===== src/rtl/irq_dispatcher.sv =====
// Fixed-priority interrupt dispatcher: latches edge requests and pulses the core's irq1..3 lines.
// Tracks the eirq handshake so only one dispatch is in flight at a time.
module irq_dispatcher #(
  parameter int unsigned NSRC    = 8,
  parameter logic [31:0] CLS_MAP = 32'h0000_FDA5,
  parameter int unsigned TIMEOUT = 255
) (
  input  logic            clk,
  input  logic            rst,
  input  logic [NSRC-1:0] src_req,
  input  logic [NSRC-1:0] mask,
  input  logic            prst,
  input  logic            eirq,
  input  logic            clr_ovr,
  output logic            irq1,
  output logic            irq2,
  output logic            irq3,
  output logic [15:0]     vec,
  output logic [NSRC-1:0] pending,
  output logic [NSRC-1:0] overrun,
  output logic            busy
);

  typedef enum logic [1:0] {StIdle, StPulse, StWaitAck, StService} state_e;

  localparam logic [15:0] CntLast = 16'(TIMEOUT - 1);

  state_e          state_q, state_d;
  logic [NSRC-1:0] src_q, prev_q;
  logic [NSRC-1:0] pend_q, pend_d;
  logic [NSRC-1:0] ovr_q, ovr_d;
  logic [NSRC-1:0] rise, cand;
  logic [3:0]      cur_id_q, cur_id_d, win_id;
  logic [2:0]      irq_q, irq_d;
  logic [15:0]     cnt_q, cnt_d;

  // Class code 0 is treated the same as 3.
  function automatic logic [2:0] cls_onehot(input logic [3:0] id);
    logic [1:0] c;
    c = CLS_MAP[{id, 1'b0} +: 2];
    case (c)
      2'd1:    return 3'b001;
      2'd2:    return 3'b010;
      default: return 3'b100;
    endcase
  endfunction

  assign rise = src_q & ~prev_q;
  assign cand = pend_q & mask;

  always_comb begin
    win_id = '0;
    for (int i = NSRC - 1; i >= 0; i--) begin
      if (cand[i]) win_id = 4'(i);
    end
  end

  // A new rise beats the acceptance clear of the same bit.
  always_comb begin
    pend_d = pend_q;
    ovr_d  = clr_ovr ? '0 : ovr_q;
    if (state_q == StWaitAck && eirq) begin
      for (int i = 0; i < NSRC; i++) begin
        if (cur_id_q == 4'(i)) pend_d[i] = 1'b0;
      end
    end
    pend_d = pend_d | rise;
    ovr_d  = ovr_d | (rise & pend_q);
    if (prst) begin
      pend_d = '0;
      ovr_d  = '0;
    end
  end

  always_comb begin
    state_d  = state_q;
    cur_id_d = cur_id_q;
    irq_d    = '0;
    cnt_d    = cnt_q;
    unique case (state_q)
      StIdle: begin
        if (|cand) begin
          cur_id_d = win_id;
          irq_d    = cls_onehot(win_id);
          state_d  = StPulse;
        end
      end
      StPulse: begin
        cnt_d   = '0;
        state_d = StWaitAck;
      end
      StWaitAck: begin
        if (eirq) begin
          state_d = StService;
        end else if (cnt_q == CntLast) begin
          state_d = StIdle;
        end else begin
          cnt_d = cnt_q + 16'd1;
        end
      end
      StService: begin
        if (!eirq) state_d = StIdle;
      end
      default: state_d = StIdle;
    endcase
    if (prst) begin
      state_d  = StIdle;
      irq_d    = '0;
      cur_id_d = cur_id_q;
    end
  end

  always_ff @(posedge clk or negedge rst) begin
    if (!rst) begin
      state_q  <= StIdle;
      src_q    <= '0;
      prev_q   <= '0;
      pend_q   <= '0;
      ovr_q    <= '0;
      cur_id_q <= '0;
      irq_q    <= '0;
      cnt_q    <= '0;
    end else begin
      state_q  <= state_d;
      src_q    <= src_req;
      prev_q   <= src_q;
      pend_q   <= pend_d;
      ovr_q    <= ovr_d;
      cur_id_q <= cur_id_d;
      irq_q    <= irq_d;
      cnt_q    <= cnt_d;
    end
  end

  assign irq1    = irq_q[0];
  assign irq2    = irq_q[1];
  assign irq3    = irq_q[2];
  assign vec     = {12'b0, cur_id_q};
  assign pending = pend_q;
  assign overrun = ovr_q;
  assign busy    = (state_q != StIdle);

endmodule


===== config.mk =====
export PLATFORM = sky130hd
export DESIGN_NAME = irq_dispatcher
export DESIGN_NICKNAME = d
export VERILOG_FILES = /design/src/rtl/irq_dispatcher.sv
export SDC_FILE = /design/constraint.sdc
export NUM_CORES = 1
export LEC_CHECK = 0
export ABC_AREA = 1
export BUFFER_PORTS_ARGS = -buffer_cell sky130_fd_sc_hd__buf_2
export CORE_MARGIN = 3
export CORE_UTILIZATION = 40
export DETAILED_ROUTE_END_ITERATION = 6
export GPL_TIMING_DRIVEN = 0
export PLACE_DENSITY_LB_ADDON = 0.2
export SLEW_MARGIN = 30
export SYNTH_ARGS = -nofsm -noshare
export SYNTH_HDL_FRONTEND = slang
export SYNTH_SLANG_ARGS = --single-unit

===== constraint.sdc =====
create_clock -name clk -period 2.9 [get_ports clk]
set_input_delay 0.145 -clock clk [delete_from_list [all_inputs] [get_ports clk]]
set_output_delay 0.145 -clock clk [all_outputs]
set_load 0.1 [all_outputs]

==> impl_metrics.ini <==
[run_status]
status = complete, no violations

[placed_design]
dp_slack_ns = 1.24
hpwlAfterDp_um = 4590
gp_congestion = 0.946
port_buffers = 42

[setup_path]
crit_path_end = cnt_q[12]$_DFFE_PN0P_
crit_start = cnt_q[0]$_DFFE_PN0P_
critPathCaptureType = register
worstReg2RegStart = cnt_q[0]$_DFFE_PN0P_
worstPathMaxFanout = 7
r2r_end = cnt_q[12]$_DFFE_PN0P_
cp_data_arrival_time_ns = 1.96
crit_path_start_kind = register
critPathRequiredTime_ns = 3.16
r2r_slack_ns = 1.19
worstRegToRegCells = 8
critical_path_class = register to register

[final_layout]
drive_gt1_share_pct = 21.0
layout.nets = 418
syn2layout_area_growth_pct = 20.1
mostFrequentLayoutCell = nand2_1
num_antenna_cells = 0
mostFrequentLayoutCells = nand2_1, dfrtp_1, buf_2, inv_1, nand3_1

[cts]
cts_hold_buf = 9
clockBufferDepth = 2
cts_resized = 0
cts_max_level = 2
cts.sinks = 56
cts_setup_buffers = 0
cts_tree = done
root_buffer = clkbuf_8
clock_latency_ns = 0.31
numCtsBuffers = 5
clkTransAtPathRegs_ns = 0.10

[power]
p_int_uw = 1270
power_density_mw_per_mm2 = 702
p_leak_uw = 0.00165
seqPwrFrac_pct = 40.9
comb_power_share_pct = 36.2
vdd_drop_max_v = 0.000370
clkPwrFrac_pct = 22.9
netSwitchingFraction_pct = 45.3
power_switching_uw = 1050

[die]
io_pins = 57
rows = 29
core_mm2 = 0.00653
die_area_mm2 = 0.00794
initial_core_util_pct = 42.3
fp.dieW_um = 89.1
die_height_um = 89.1

[sta]
hold_viol_final = 0
skew_ns = 0.00377
tns_ns = 0
max_slew_margin_pct = 53.1
finalCritPeriodShare_pct = 58.8
layout_min_cycle_time_ns = 1.71
tightest_slew_ns = 0.704
drv_slew = 0
setup_ws_ns = 1.19
max_freq_mhz = 586
rsz0062_at_grt = false
finalSetupViolations = 0

[global_route]
grt_pass1_vias = 2309
grtUsageTotal_pct = 17.3
grt-busiest-layer = met2
grt_util_met2_pct = 27.9
gr-usage-met3_pct = 3.87
grt_max_degree = 57
grt_pass1_wl_um = 10700
use_met1_pct = 23.1
antenna_found_initial = 0
grt.overflow.total = 0

[routing]
wire_per_inst_um = 13.3
via_per_inst = 4.84
ant_nets = 0
wl_um = 6280
drtPass1Iterations = 5
drc = 0
drt-initial-drc-count = 118
num_vias = 2287

[synth]
yosysUniqueCellTypes = 33
async_flop_share_pct = 100
synthFlopType = dfrtp_1
avgSynthCellArea_um2 = 8.50
syn_inst = 325
syn-cell-area_mm2 = 0.00276
synth_seq_cells = 56
synth_edf_count = 0
ys_warn_count = 0
seq_area_frac_synth_pct = 50.7

[min_path]
hp-class = input pin to register

[flow_run]
drv_cap = 0
[per-stage QoR]
| step | area [um2] | instances | power [uW] | hold WS [ns] | util [%] |
|---|---|---|---|---|---|
| detailed placement | 3120 | 456 | 1800 | 0.249 | 47.7 |
| CTS | 3320 | 473 | 2340 | 0.186 | 50.8 |
| finish | 3320 | 473 | 2330 | 0.195 | 50.8 |
| global placement | 3110 | 456 | 1790 | 0.252 | 47.7 |
| global route | 3320 | 473 | 2440 | 0.218 | 50.8 |
| floorplan | 2810 | 337 | 1620 | -0.151 | - |
[sequential cells by signal, summed over array words and instances, names as in the netlist]
signal    flops
prev_q        8
state_q       2
pending       8
src_q         8
cnt_q        16
cur_id_q      3
overrun       8
irq_q         3
[cell usage after synthesis, types with 2 or more instances]
cell type  instances  area share [%]
a21oi_1           20             3.6
buf_4             14             3.8
clkbuf_1           2            0.27
dfrtp_1           56              51
ha_1               2            0.91
inv_1             33             4.5
nand2_1           87              12
nand3_1           30             5.4
nand3_2            2            0.72
nand4_1            6             1.4
nor2_1            25             3.4
nor2_2             3            0.68
nor3_1             2            0.36
nor3_2             3             1.1
o21ai_0            4            0.72
o21ai_1            5            0.91
o21ai_2            4             1.3
o41ai_1            7             2.2
xor2_1             6             1.9
[how the worst min path moves through the flow]
stage / from / end / slack, ns / cells after the start
6_report: mask[0] / cur_id_q[0]$_DFFE_PN0P_ / 0.20 / 4
5_1_grt: mask[0] / cur_id_q[0]$_DFFE_PN0P_ / 0.22 / 4
4_1_cts: mask[0] / cur_id_q[0]$_DFFE_PN0P_ / 0.19 / 4
3_5_place_dp: rst / irq_q[0]$_DFF_PN0_ / 0.25 / 1
3_3_place_gp: src_req[1] / src_q[1]$_DFF_PN0_ / 0.25 / 1
2_1_floorplan: rst / cnt_q[0]$_DFFE_PN0P_ / -0.15 / 0
[routing by layer]
layer  vias up  wire length (um)  part of all wire (%)
met2        52              2940                    47
met3         2               248                   4.0
met1      1069              3060                    49
met5         -                 0                     0
met4         0                33                  0.53
li1       1164                 -                     -
[cell type report]
type,instances,area (um2)
plain buffers,17,124
clock buffers,6,72.6
clock inverters,2,38.8
fillers,619,3210
inverters,36,143
multi-input cells,228,1140
flip-flops and latches,56,1400
well taps,77,96.3
repair buffers,51,303
[cells by family after synthesis]
group           count (synthesis)  synth area share [%]
buf+inv                        53                  9.65
compound gates                 42                  9.24
fa+ha+maj                       2                 0.906
flops                          56                  50.7
other cells                     1                 0.136
xor+xnor                        7                  2.22
simple gates                  164                  27.1
[worst max-delay path: stages, from the launching register on]
cell and delay [ns]:
dfrtp_1 0.51, ha_1 0.26, inv_1 0.08, nor2_1 0.30
nand3_1 0.14, xor2_1 0.15, nor2_1 0.09, nand2_1 0.05
nand2_1 0.07
[power groups by stage]
stage / sequential (uW) / combinational [uW] / clock [uW]
floorplan: 1200 / 423 / 0
global placement: 963 / 831 / 0
detailed placement: 965 / 837 / 0
CTS: 950 / 849 / 540
global route: 961 / 900 / 577
finish: 951 / 844 / 534
No activity file was read; power rests on OpenSTA's default activity.
